[src/rtl/switch_allocator.sv]
// Separable input-first switch allocator: per-input round-robin VC pick, then per-output
// round-robin input pick. Grants are combinational; only the round-robin pointers are state.
module switch_allocator #(
  parameter int unsigned PORT_NUM  = 5,
  parameter int unsigned VC_NUM    = 2,
  parameter int unsigned VC_SIZE   = $clog2(VC_NUM),
  parameter int unsigned PORT_SIZE = $clog2(PORT_NUM)
) (
  input  logic                                clk,
  input  logic                                rst,
  input  logic [PORT_NUM*VC_NUM-1:0]           request_i,
  input  logic [PORT_NUM*VC_NUM*PORT_SIZE-1:0] out_port_i,
  input  logic [PORT_NUM*VC_NUM*VC_SIZE-1:0]   downstream_vc_i,
  input  logic [PORT_NUM*VC_NUM-1:0]           on_off_i,
  output logic [PORT_NUM-1:0]                  valid_o,
  output logic [PORT_NUM*VC_SIZE-1:0]          vc_sel_o,
  output logic [PORT_NUM-1:0]                  xb_valid_o,
  output logic [PORT_NUM*PORT_SIZE-1:0]        xb_sel_o,
  output logic [PORT_NUM*VC_SIZE-1:0]          xb_vc_o
);

  logic [VC_SIZE-1:0]         r_in_ptr      [PORT_NUM];
  logic [VC_SIZE-1:0]         w_in_ptr_nxt  [PORT_NUM];
  logic [PORT_SIZE-1:0]       r_out_ptr     [PORT_NUM];
  logic [PORT_SIZE-1:0]       w_out_ptr_nxt [PORT_NUM];

  logic [PORT_NUM*VC_NUM-1:0] w_elig;
  logic [PORT_NUM-1:0]        w_s1_valid;
  logic [VC_SIZE-1:0]         w_s1_vc       [PORT_NUM];
  logic [PORT_SIZE-1:0]       w_s1_port     [PORT_NUM];
  logic [VC_SIZE-1:0]         w_s1_dv       [PORT_NUM];

  logic [PORT_NUM-1:0]        w_grant;
  logic [PORT_NUM-1:0]        w_xb_hit;
  logic [PORT_SIZE-1:0]       w_xb_src      [PORT_NUM];

  // Out-of-range port/VC codes never index on_off_i; such VCs are simply ineligible.
  always_comb begin
    w_elig = '0;
    for (int i = 0; i < PORT_NUM * VC_NUM; i++) begin
      if (request_i[i] &&
          (int'(out_port_i[i*PORT_SIZE +: PORT_SIZE]) < PORT_NUM) &&
          (int'(downstream_vc_i[i*VC_SIZE +: VC_SIZE]) < VC_NUM)) begin
        w_elig[i] = on_off_i[int'(out_port_i[i*PORT_SIZE +: PORT_SIZE]) * VC_NUM +
                             int'(downstream_vc_i[i*VC_SIZE +: VC_SIZE])];
      end
    end
  end

  // Stage 1: per input, first eligible VC at or after in_ptr.
  always_comb begin
    int unsigned vidx;
    vidx = 0;
    for (int p = 0; p < PORT_NUM; p++) begin
      w_s1_valid[p] = 1'b0;
      w_s1_vc[p]    = '0;
      for (int k = 0; k < VC_NUM; k++) begin
        vidx = (int'(r_in_ptr[p]) + k) % VC_NUM;
        if (!w_s1_valid[p] && w_elig[p*VC_NUM + vidx]) begin
          w_s1_valid[p] = 1'b1;
          w_s1_vc[p]    = VC_SIZE'(vidx);
        end
      end
      w_s1_port[p] = out_port_i[(p*VC_NUM + int'(w_s1_vc[p]))*PORT_SIZE +: PORT_SIZE];
      w_s1_dv[p]   = downstream_vc_i[(p*VC_NUM + int'(w_s1_vc[p]))*VC_SIZE +: VC_SIZE];
    end
  end

  // Stage 2: per output, first stage-1 winner targeting it at or after out_ptr.
  always_comb begin
    int unsigned pidx;
    pidx     = 0;
    w_grant  = '0;
    w_xb_hit = '0;
    for (int o = 0; o < PORT_NUM; o++) begin
      w_xb_src[o] = '0;
    end
    for (int o = 0; o < PORT_NUM; o++) begin
      for (int k = 0; k < PORT_NUM; k++) begin
        pidx = (int'(r_out_ptr[o]) + k) % PORT_NUM;
        if (!w_xb_hit[o] && w_s1_valid[pidx] && (int'(w_s1_port[pidx]) == o)) begin
          w_xb_hit[o]    = 1'b1;
          w_xb_src[o]    = PORT_SIZE'(pidx);
          w_grant[pidx]  = 1'b1;
        end
      end
    end
  end

  // Outputs are gated by rst so an asserted reset clears them without a clock edge.
  always_comb begin
    valid_o    = '0;
    vc_sel_o   = '0;
    xb_valid_o = '0;
    xb_sel_o   = '0;
    xb_vc_o    = '0;
    if (rst) begin
      for (int p = 0; p < PORT_NUM; p++) begin
        valid_o[p] = w_grant[p];
        vc_sel_o[p*VC_SIZE +: VC_SIZE] = w_grant[p] ? w_s1_vc[p] : r_in_ptr[p];
      end
      for (int o = 0; o < PORT_NUM; o++) begin
        xb_valid_o[o] = w_xb_hit[o];
        xb_sel_o[o*PORT_SIZE +: PORT_SIZE] = w_xb_src[o];
        if (w_xb_hit[o]) begin
          xb_vc_o[o*VC_SIZE +: VC_SIZE] = w_s1_dv[w_xb_src[o]];
        end
      end
    end
  end

  // Pointers only move on a full grant, so a stage-2 loser keeps its VC priority.
  always_comb begin
    for (int p = 0; p < PORT_NUM; p++) begin
      w_in_ptr_nxt[p] = w_grant[p] ? VC_SIZE'((int'(w_s1_vc[p]) + 1) % VC_NUM) : r_in_ptr[p];
    end
    for (int o = 0; o < PORT_NUM; o++) begin
      w_out_ptr_nxt[o] = w_xb_hit[o] ? PORT_SIZE'((int'(w_xb_src[o]) + 1) % PORT_NUM)
                                     : r_out_ptr[o];
    end
  end

  always_ff @(posedge clk or negedge rst) begin
    if (!rst) begin
      for (int p = 0; p < PORT_NUM; p++) begin
        r_in_ptr[p]  <= '0;
        r_out_ptr[p] <= '0;
      end
    end else begin
      for (int p = 0; p < PORT_NUM; p++) begin
        r_in_ptr[p]  <= w_in_ptr_nxt[p];
        r_out_ptr[p] <= w_out_ptr_nxt[p];
      end
    end
  end

endmodule

[config.mk]
export PLATFORM = sky130hd
export DESIGN_NAME = switch_allocator
export DESIGN_NICKNAME = d
export VERILOG_FILES = /design/src/rtl/switch_allocator.sv
export SDC_FILE = /design/constraint.sdc
export NUM_CORES = 1
export LEC_CHECK = 0
export ABC_AREA = 1
export CAP_MARGIN = 20
export CORE_ASPECT_RATIO = 1.5
export CORE_MARGIN = 10
export CORE_UTILIZATION = 24
export DETAILED_ROUTE_END_ITERATION = 10
export PLACE_DENSITY = 0.39
export SLEW_MARGIN = 15
export SYNTH_ARGS = -nofsm -noshare
export SYNTH_HDL_FRONTEND = slang
export SYNTH_SLANG_ARGS = --single-unit
[constraint.sdc]
create_clock -name clk -period 6.53 [get_ports clk]
set_input_delay 1.959 -clock clk [delete_from_list [all_inputs] [get_ports clk]]
set_output_delay 1.959 -clock clk [all_outputs]
set_load 0.02 [all_outputs]
==> results.yml <==
run_status:
  run_status: "finished with violations"
  violations: "negative setup slack"
clock_network:
  cts_hold_buffers: 0
  clock_tree.root_cell: "sky130_fd_sc_hd__clkbuf_16"
  max-clock-path-buffers: 2
  clk-insertion-delay-late_ns: 0.31
  cts_tree: "done"
  cts_htree_levels: 1
  cts-buffers-inserted: 3
  cts_sinks: 20
  cts.reportedPaths.clkPinSlew_ns: 0.09
hold_path:
  tightest_hold_check_type: "reg -> reg"
  min_delay_path_depth: 2
routing:
  drcViolationCount: 0
  post_drt_wl_per_cell_um: 19.6
  dr.first_iter.drc_count: 1171
  route.met3.wl_um: 3260
  vias_per_cell: 4.86
  top_layer_used: "met4"
  total_wire_length_um: 90300
  drt_pass1_iterations: 7
  antenna_violating_nets_post_route: 0
  drt-met1-wl_um: 34600
  wl_met2_um: 45800
  via_count: 22400
job:
  maxCapViolCount: 0
floorplan:
  fp.dieW_um: 225
  starting_density_of_the_core_pct: 24.3
  floorplan.io_pins: 97
  design.core.area_um2: 62200
  fp.dieH_um: 327
  num_rows: 112
  design.die.area_um2: 73600
placed_design:
  portBuffers: 96
  dp.final_hpwl_um: 75400
  place_ws_ns: -2.39
  place.gp.congestion: 0.998
final_layout:
  design.final.nets: 4026
  final.fill_count: 6746
  n_antenna_cell: 0
  area_delta_synth_final_pct: 83.6
  post_route_cells_drive_above_1_share_pct: 44.8
worst_setup_path:
  reg2reg_depth: 32
  cp.required_ns: 4.57
  worst-setup-path-type: "in -> out"
  cp_buf_inv_count: 9
  setup_slack_reg_to_reg_ns: 1.39
  crit_path_end_kind: "output pin"
  crit_path_max_incr_delay_ns: 0.23
  cell_with_the_largest_stage_delay_on_the_worst_path: "sky130_fd_sc_hd__buf_4"
  critical_path_arrival_ns: 5.45
  cp-start-kind: "primary input"
  critical_path_peak_fanout: 5
  path_depth: 30
  category_of_cells_accounting_for_the_largest_share_of_critical_path_delay: "simple AND/OR/NAND/NOR gates"
timing:
  timing.final.crit_share_pct: 113
  relSlewSlack_pct: 36.9
  rsz0062_at_grt: "true"
  final-max-slew-violation-count: 0
  skew_ns: 0.00990
  worstMarginPinSlew_ns: 0.937
  worst_slack_ns: -0.875
  fin_crit_ns: 7.40
  max_clock_freq_mhz: 135
  setup-violations-final: 35
  timing.final.hold_violations: 0
grt:
  grt_pass1_wl_um: 134000
  grt_pass1_vias: 22600
  largest_net_degree_at_the_start_of_global_routing: 23
  grt_overflow: 0
  grt_antenna_before_repair: 0
  grt_usage_pct: 23.7
logic_synthesis:
  synth_seq_cells: 20
  async_flop_share_pct: 100
  synth-seq-area-share_pct: 3.31
  predominant_post_synthesis_flop_cell: "sky130_fd_sc_hd__dfrtp_1"
  synth.yosys.warnings: 0
  post_synth_num_cell_types: 69
  syn_nets: 2997
  synth_area_um2: 15100
  synth-edff-count: 0
  netlist_top_cells_area: "sky130_fd_sc_hd__nand2_1 (19%), sky130_fd_sc_hd__ha_1 (12%), sky130_fd_sc_hd__nand3_1 (11%)"
  avgSynthCellArea_um2: 5.42
  synth.largest_area_cell: "sky130_fd_sc_hd__nand2_1"
  synth_most_common_cell: "sky130_fd_sc_hd__nand2_1"
  post_synth_most_frequent_cells: "sky130_fd_sc_hd__nand2_1 (773), sky130_fd_sc_hd__inv_1 (387), sky130_fd_sc_hd__nand3_1 (321)"
  synth_largest_type_area_fraction_pct: 19.2
  syn-instance-count: 2787
## layout make-up
| type | count | area [µm²] | share of cell area [%] |
|---|---|---|---|
| tap | 798 | 998 | 3.60 |
| timing repair buffer | 1058 | 9100 | 32.8 |
| multi-input combinational | 2274 | 15200 | 54.9 |
| sequential | 20 | 500 | 1.81 |
| timing repair inverter | 3 | 22.5 | 0.0812 |
| inverter | 456 | 1790 | 6.46 |
| clock buffer | 4 | 88.8 | 0.320 |
## cells by family after synthesis
group                    count (synthesis)  share of synthesized area [%]
adder cells (fa/ha/maj)                148                           12.4
XOR/XNOR                                43                           3.36
AND/OR/NAND/NOR                       1718                           53.1
flip-flops                              20                           3.31
AO/OA/AOI/OAI                          364                           15.0
multiplexers                             1                         0.0663
buffers and inverters                  493                           12.8
## flip-flops by register name, summed over array words and instances (netlist names)
name,flops
r_out_ptr,15
r_in_ptr,5
## metrics by stage
stage                     hold slack (ns)  util, %  cell area [µm²]  std cells  TNS (ns)
after floorplan                     0.523        -            15100       2787   -0.0555
after global placement              0.572     37.3            23200       4466    -71.93
after detailed placement            0.574     37.3            23200       4466    -70.88
after CTS                           0.615     42.0            26100       4566    -22.16
after global routing                0.636     44.6            27700       4613    -28.31
final                               0.617     44.6            27700       4613    -22.45
## repair_timing
item                                    CTS  global route
setup buffers                            95            57
hold endpoints to repair                  0             0
endpoints found under the setup margin   35            35
resized for setup                       841           327
gates cloned                              6             0
pin swaps                               195           199
## tightest hold or removal path, delay by kind of cell (launching register included)
kind	cells	cell delay [ns]
flip-flops	1	0.37
buffers and inverters	1	0.09
AO/OA/AOI/OAI	1	0.12
## path summary, 6_finish.rpt
path,startpoint,to
worst max-delay path,on_off_i[7],vc_sel_o[2]
worst min-delay path,r_in_ptr[3]$_DFFE_PN0N_,r_in_ptr[3]$_DFFE_PN0N_
worst max register to register,r_out_ptr[11]$_DFFE_PN0N_,r_in_ptr[3]$_DFFE_PN0N_
worst min register to register,r_in_ptr[3]$_DFFE_PN0N_,r_in_ptr[3]$_DFFE_PN0N_
max in group asynchronous,rst,r_in_ptr[3]$_DFFE_PN0N_
min in group asynchronous,rst,r_out_ptr[6]$_DFFE_PN0N_
## layout by cell type (no fill, tap or decap), drive strengths merged, types with 22 or more instances in the layout
master,Yosys,final
inv,449,450
nor3,42,42
nand3,357,357
a21oi,85,85
buf,25,1018
nor2,342,342
nand2,846,846
xor2,39,39
nand4,96,96
o211ai,22,22
o21ai,200,200
ha,146,146
## routing by layer
layer / GRT usage, % / vias to the layer above
li1: - / 11100
met1: 25.5 / 10500
met2: 43.8 / 573
met3: 2.11 / 213
met4: 14.5 / 0
met5: 0 / -
Power is left out: the tool's default activity adds up to more than one toggle a clock period on the data nets, which glitch-free logic cannot reach.
